**config.mk**
```make
export PLATFORM = sky130hd
export DESIGN_NAME = cpi_a2f_req_ingress
export DESIGN_NICKNAME = d
export VERILOG_FILES = /design/src/rtl/cpi_a2f_req_ingress.sv
export SDC_FILE = /design/constraint.sdc
export NUM_CORES = 1
export LEC_CHECK = 0
export BUFFER_PORTS_ARGS = -buffer_cell sky130_fd_sc_hd__buf_2
export CORE_ASPECT_RATIO = 1.1
export CORE_MARGIN = 1
export CORE_UTILIZATION = 55
export DETAILED_ROUTE_END_ITERATION = 10
export GPL_TIMING_DRIVEN = 0
export PLACE_DENSITY = 0.74
export SYNTH_ARGS = -nofsm -noshare
export SYNTH_HDL_FRONTEND = slang
export SYNTH_SLANG_ARGS = --single-unit
```
**constraint.sdc**
```tcl
create_clock -name fm_clk -period 18.3 [get_ports fm_clk]
set_input_delay 2.745 -clock fm_clk [delete_from_list [all_inputs] [get_ports fm_clk]]
set_output_delay 2.745 -clock fm_clk [all_outputs]
set_load 0.01 [all_outputs]
```
**src/rtl/cpi_a2f_req_ingress.sv**
```systemverilog
// cpi_a2f_req_ingress
// Receives CPI A2F request flits from the agent once the link is connected.
// Accepted flits go into a credit-managed FIFO that feeds the fabric core over
// valid/ready. One credit is returned to the agent for every freed slot.
// When the link drops, the queue is drained in order before returning to idle.
module cpi_a2f_req_ingress #(
    parameter int                      DEPTH    = 8,
    parameter int                      PID_W    = 4,
    parameter int                      HDR_W    = 128,
    parameter logic [(2**PID_W)-1:0]   PID_MASK = 16'h000F,
    localparam int                     CW       = $clog2(DEPTH + 1)
) (
    input  logic              fm_clk,
    input  logic              fm_rst,
    input  logic              link_up,
    input  logic              a2f_req_is_valid,
    input  logic [PID_W-1:0]  a2f_req_protocol_id,
    input  logic [HDR_W-1:0]  a2f_req_header,
    output logic              a2f_req_rxcrd_valid,
    output logic              fab_req_valid,
    input  logic              fab_req_ready,
    output logic [PID_W-1:0]  fab_req_protocol_id,
    output logic [HDR_W-1:0]  fab_req_header,
    output logic [CW-1:0]     q_count,
    output logic              q_empty,
    output logic              ovf_err,
    output logic              pid_err
);

    localparam int            AW      = $clog2(DEPTH);
    localparam int            EW      = PID_W + HDR_W;
    localparam logic [CW-1:0] DEPTH_C = CW'(DEPTH);

    typedef enum logic [1:0] {
        ST_IDLE   = 2'd0,
        ST_ACTIVE = 2'd1,
        ST_DRAIN  = 2'd2
    } state_e;

    state_e          state_q, state_d;
    logic [AW-1:0]   wrptr_q, wrptr_d;
    logic [AW-1:0]   rdptr_q, rdptr_d;
    logic [CW-1:0]   q_count_q, q_count_d;
    logic [CW-1:0]   crd_pend_q, crd_pend_d;
    logic            rxcrd_q, rxcrd_d;
    logic            ovf_err_q, ovf_err_d;
    logic            pid_err_q, pid_err_d;

    logic [EW-1:0]   mem_q [DEPTH];

    logic            flit_s;
    logic            pid_ok_s;
    logic            full_s;
    logic            pop_s;
    logic            push_ok_s;
    logic            pid_drop_s;
    logic            ovf_drop_s;
    logic            crd_dec_s;
    logic [EW-1:0]   head_s;

    // Classify this cycle's flit and head handshake.
    always_comb begin
        flit_s     = (state_q == ST_ACTIVE) && a2f_req_is_valid;
        pid_ok_s   = PID_MASK[a2f_req_protocol_id];
        full_s     = (q_count_q == DEPTH_C);
        pop_s      = (q_count_q != {CW{1'b0}}) && fab_req_ready;
        // A full queue still accepts a push when the head leaves in the same cycle.
        push_ok_s  = flit_s && pid_ok_s && (!full_s || pop_s);
        pid_drop_s = flit_s && !pid_ok_s;
        ovf_drop_s = flit_s && pid_ok_s && full_s && !pop_s;
    end

    // Pointer, occupancy and sticky error next-state.
    always_comb begin
        wrptr_d   = wrptr_q;
        rdptr_d   = rdptr_q;
        q_count_d = q_count_q;
        if (push_ok_s) begin
            wrptr_d = wrptr_q + AW'(1);
        end else begin
            wrptr_d = wrptr_q;
        end
        if (pop_s) begin
            rdptr_d = rdptr_q + AW'(1);
        end else begin
            rdptr_d = rdptr_q;
        end
        case ({push_ok_s, pop_s})
            2'b10:   q_count_d = q_count_q + CW'(1);
            2'b01:   q_count_d = q_count_q - CW'(1);
            default: q_count_d = q_count_q;
        endcase
        ovf_err_d = ovf_err_q | ovf_drop_s;
        pid_err_d = pid_err_q | pid_drop_s;
    end

    // Connection state and credit bookkeeping next-state.
    always_comb begin
        state_d    = state_q;
        crd_pend_d = crd_pend_q;
        rxcrd_d    = 1'b0;
        crd_dec_s  = 1'b0;
        case (state_q)
            ST_IDLE: begin
                if (link_up) begin
                    state_d    = ST_ACTIVE;
                    crd_pend_d = DEPTH_C;
                end else begin
                    state_d    = ST_IDLE;
                    crd_pend_d = {CW{1'b0}};
                end
            end
            ST_ACTIVE: begin
                if (!link_up) begin
                    // Credits still owed are forfeited; the agent reconnects with a fresh grant.
                    state_d    = ST_DRAIN;
                    crd_pend_d = {CW{1'b0}};
                end else begin
                    state_d    = ST_ACTIVE;
                    crd_dec_s  = (crd_pend_q != {CW{1'b0}});
                    rxcrd_d    = crd_dec_s;
                    // Illegal-pid drops still consumed an agent credit, so it goes back.
                    crd_pend_d = crd_pend_q + CW'(pid_drop_s) + CW'(pop_s) - CW'(crd_dec_s);
                end
            end
            ST_DRAIN: begin
                crd_pend_d = {CW{1'b0}};
                if (q_count_q == {CW{1'b0}}) begin
                    state_d = ST_IDLE;
                end else begin
                    state_d = ST_DRAIN;
                end
            end
            default: begin
                state_d    = ST_IDLE;
                crd_pend_d = {CW{1'b0}};
            end
        endcase
    end

    // Control registers with asynchronous reset.
    always_ff @(posedge fm_clk or negedge fm_rst) begin
        if (!fm_rst) begin
            state_q    <= ST_IDLE;
            wrptr_q    <= {AW{1'b0}};
            rdptr_q    <= {AW{1'b0}};
            q_count_q  <= {CW{1'b0}};
            crd_pend_q <= {CW{1'b0}};
            rxcrd_q    <= 1'b0;
            ovf_err_q  <= 1'b0;
            pid_err_q  <= 1'b0;
        end else begin
            state_q    <= state_d;
            wrptr_q    <= wrptr_d;
            rdptr_q    <= rdptr_d;
            q_count_q  <= q_count_d;
            crd_pend_q <= crd_pend_d;
            rxcrd_q    <= rxcrd_d;
            ovf_err_q  <= ovf_err_d;
            pid_err_q  <= pid_err_d;
        end
    end

    // Queue storage; contents need no reset since occupancy gates visibility.
    always_ff @(posedge fm_clk) begin
        if (push_ok_s) begin
            mem_q[wrptr_q] <= {a2f_req_protocol_id, a2f_req_header};
        end
    end

    // Head presentation: entry at the read pointer, forced to zero when empty.
    always_comb begin
        head_s = mem_q[rdptr_q];
        if (q_count_q != {CW{1'b0}}) begin
            fab_req_valid       = 1'b1;
            fab_req_protocol_id = head_s[EW-1:HDR_W];
            fab_req_header      = head_s[HDR_W-1:0];
        end else begin
            fab_req_valid       = 1'b0;
            fab_req_protocol_id = {PID_W{1'b0}};
            fab_req_header      = {HDR_W{1'b0}};
        end
    end

    assign a2f_req_rxcrd_valid = rxcrd_q;
    assign q_count             = q_count_q;
    assign q_empty             = (q_count_q == {CW{1'b0}}) && (crd_pend_q == {CW{1'b0}});
    assign ovf_err             = ovf_err_q;
    assign pid_err             = pid_err_q;

endmodule

```
==> run metrics <==
Post-CTS Setup Bufs 0; kind of end point of the critical path primary output; critical path class reg2out; average detailed-routed wire length per instance approximately 27 µm; final critical-path required period between 6 and 7 ns; synthesis-stage register bit count 1075; maximum number of pins on one net before global-route repair 26; clock transition at the registers of the reported paths about 0.060 ns; clock root buffer sky130_fd_sc_hd__clkbuf_16; Syn Std Cell Area ~0.041 mm²; Peak VDD IR between 0.09 and 0.1 mV; post-route ant nets 0; number of gates resized after CTS 0; initial standard-cell utilization of the core 55.8%; critical path arrival ~3.8 ns; WHS Endpoint pid_err; source of the worst hold timing path pid_err; layout cells sized above 1 37.2%; type of the tightest min-delay check reg2reg; Syn. warnings 0; commonest cells after routing, fill and taps aside sky130_fd_sc_hd__edfxtp_1, sky130_fd_sc_hd__buf_2, sky130_fd_sc_hd__mux4_2, sky130_fd_sc_hd__nor2_1, sky130_fd_sc_hd__mux2i_1; Hold Vio Cnt, Final 0; Initial DRT Pass Iterations 5; length in cells of the worst reg-to-reg path 11; count of final setup violators 0; GR Overflow Total 0; final net count about 2500; total number of vias around 20000; final std cell area, no fill 0.0483 mm²; register-to-register setup slack around 15 ns; RSZ-0062 raised after global routing no; biggest area contributors in the synthesized netlist sky130_fd_sc_hd__edfxtp_1, sky130_fd_sc_hd__mux4_2, sky130_fd_sc_hd__mux2i_1; worst-case headroom to the max-slew limit approximately 16%; library cell appearing most often on the critical path sky130_fd_sc_hd__buf_2; number of global-route vias before repair about 21000; RePlAce Congestion ~0.76; Crit path buffers/inverters 4; cell type with the largest total area after synthesis sky130_fd_sc_hd__edfxtp_1; required time of the worst setup path 15.55 ns; delay of the slowest cell on the worst path 0.97 ns; worst-margin pin slew between 1 and 1.5 ns; synth-to-layout area growth 17.8%; Max Clk Rate between 150 and 200 MHz; DRT iter0 DRCs 1523; all-layer global routing usage roughly a quarter; number of distinct library cells after synthesis 41; depth of the CTS H-tree 3; post-synthesis net count 1924; FP Rows 104; # hold bufs at CTS 0; proportion of synthesized chip area in sequential cells approximately four fifths; area share of the largest cell type after synthesis 77.3%; worst reg2reg path startpoint q_count[2]; leading cell type in the layout, fill and taps excluded sky130_fd_sc_hd__edfxtp_1; final number of max-transition violations 0; antenna violations before repair 22; Detailed Place HPWL approximately 60 mm; count of port buffers added during placement ~280; Hold Crit Depth 1; PD cells between 100 and 150 mW/mm²; number of clock sinks 1075; first-pass GRT wire length 133 mm; clock tree from TritonCTS built; count of pins on the block boundary 278; remaining routing DRC violations 0; placement-stage cell area ~0.045 mm²; worst r2r dst mem_q[2][46]; synthesized area per cell between 20 and 25 µm²; Final Skew approximately 0.018 ns; final design utilization 65.7%; WL final between 80 and 90 mm; count of max-cap constraint violations 0; launching element type of the critical path flop; critical path peak fanout 10; cell count along the critical path 6; Critical Path, Cell by Cell buf_6 -> nor4_4 -> buf_2 -> buf_1 -> nor2_1 -> buf_2; Static Leak 16.5 nW; result of the run finished, final reports clean; category of cells accounting for the largest share of critical-path delay buffers and inverters; worst-skew pair later-pin latency between 0.6 and 0.7 ns; area of the die 0.0757 mm²; library cell contributing the largest single delay on the critical path sky130_fd_sc_hd__nor4_4; Die Width 262 µm; period utilisation layout 35.7%; TritonCTS Buffers just over 100; die extent in y 288 µm; post-detailed-route via-to-cell ratio 5.91; Max Buffers Root-to-Sink 3; synthesized netlist cell count around 1800; Std-Cell Core Area between 0.07 and 0.08 mm²
-- sequential cells by signal (all words and copies together), names as in the netlist --
register             count
mem_q                 1056
crd_pend_q               4
q_count                  4
rdptr_q                  3
wrptr_q                  3
state_q                  2
a2f_req_rxcrd_valid      1
ovf_err                  1
pid_err                  1
-- per-layer routing --
layer	share of wire [%]	GRT usage (%)	vias to the layer above
met3	6.4	4.98	141
li1	-	-	8475
met5	0.19	0	-
met1	39	30.6	10500
met2	53	42.2	583
met4	2.0	6.60	28
-- kinds of logic after synthesis --
logic type	count (synthesis)	synth area share (%)
DFF	1075	78.5
muxes	400	17.8
and+or+nand+nor	169	1.74
buffers and inverters	100	1.08
AOI/OAI and AO/OA	13	0.308
adders and majority gates	11	0.391
xor gates and xnor gates	8	0.171
-- cells in the mapped netlist --
master and instances:
sky130_fd_sc_hd__and3b_2 1, sky130_fd_sc_hd__a41o_1 1, sky130_fd_sc_hd__xnor2_1 6, sky130_fd_sc_hd__inv_1 10
sky130_fd_sc_hd__xor2_1 2, sky130_fd_sc_hd__mux4_2 264, sky130_fd_sc_hd__dfrtp_1 19, sky130_fd_sc_hd__nand2b_1 2
sky130_fd_sc_hd__o21a_1 1, sky130_fd_sc_hd__nand3_1 3, sky130_fd_sc_hd__or2_2 2, sky130_fd_sc_hd__mux2i_1 133
sky130_fd_sc_hd__nor2_1 140, sky130_fd_sc_hd__a311oi_1 1, sky130_fd_sc_hd__ha_1 8, sky130_fd_sc_hd__edfxtp_1 1056
sky130_fd_sc_hd__a21oi_1 2, sky130_fd_sc_hd__a21boi_1 1, sky130_fd_sc_hd__o21ai_0 2, sky130_fd_sc_hd__a22oi_1 1
sky130_fd_sc_hd__buf_2 33, sky130_fd_sc_hd__nand2_1 6, sky130_fd_sc_hd__nor4b_1 2, sky130_fd_sc_hd__a211oi_4 1
sky130_fd_sc_hd__buf_4 5, sky130_fd_sc_hd__fa_1 3, sky130_fd_sc_hd__nor4_4 1, sky130_fd_sc_hd__mux2_1 1
sky130_fd_sc_hd__nor4_1 1, sky130_fd_sc_hd__buf_1 26, sky130_fd_sc_hd__nor2b_1 2, sky130_fd_sc_hd__nand3b_1 2
sky130_fd_sc_hd__o41ai_4 1, sky130_fd_sc_hd__and2_1 1, sky130_fd_sc_hd__clkbuf_1 25, sky130_fd_sc_hd__nor3b_1 2
sky130_fd_sc_hd__nor3_1 3, sky130_fd_sc_hd__or3_1 1, sky130_fd_sc_hd__mux2_2 2, sky130_fd_sc_hd__a21oi_2 2
sky130_fd_sc_hd__buf_6 1
-- area by class of cell --
class,instances,area [µm²]
sequential,1075,32200
fill,4788,25200
multi-input combinational,601,8430
timing repair buffer,421,2780
clock buffer,123,2740
tap,954,1190
clock inverter,62,533
buffer,90,405
inverter,10,37.5
antenna,6,15.0
-- worst max path at each step --
stage | from | endpoint
6_report | q_count[0] | fab_req_protocol_id[0]
5_1_grt | q_count[0] | fab_req_protocol_id[0]
4_1_cts | q_count[0] | fab_req_protocol_id[0]
3_5_place_dp | q_count[0] | fab_req_protocol_id[0]
3_3_place_gp | a2f_req_protocol_id[3] | mem_q[4][52]
2_1_floorplan | a2f_req_is_valid | mem_q[4][0]
-- report_power, final --
part / internal [mW] / switching, mW / leakage [nW]
sequential: 2.75 / 0.0295 / 9.73
combinational: 0.948 / 1.15 / 5.17
clock: 1.19 / 0.877 / 1.61
-- worst register-to-register path: stages (launching register included) --
cell                      delay [ns]
sky130_fd_sc_hd__dfrtp_1        0.54
sky130_fd_sc_hd__nor3_1         0.16
sky130_fd_sc_hd__nand2_1        0.08
sky130_fd_sc_hd__nand3_1        0.21
sky130_fd_sc_hd__nor4b_2        0.76
sky130_fd_sc_hd__buf_4          0.29
sky130_fd_sc_hd__buf_4          0.19
sky130_fd_sc_hd__buf_6          0.16
sky130_fd_sc_hd__buf_4          0.17
sky130_fd_sc_hd__buf_4          0.20
sky130_fd_sc_hd__buf_4          0.21
sky130_fd_sc_hd__buf_4          0.20
-- metrics by stage --
| step | power [mW] | setup TNS, ns | setup WS, ns | hold slack, ns | instances |
|---|---|---|---|---|---|
| detailed placement | 4.96 | 0 | 12.35 | 0.457 | 3151 |
| CTS | 7.02 | 0 | 11.61 | 0.472 | 3336 |
| floorplan | 4.22 | 0 | 0.702 | 0.452 | 1776 |
| global route | 7.23 | 0 | 11.65 | 0.510 | 3340 |
| finish | 6.94 | 0 | 11.77 | 0.474 | 3342 |
| global placement | 4.95 | -7773.03 | -14.06 | 0.455 | 3007 |
Power figures use the tool's default switching activity.
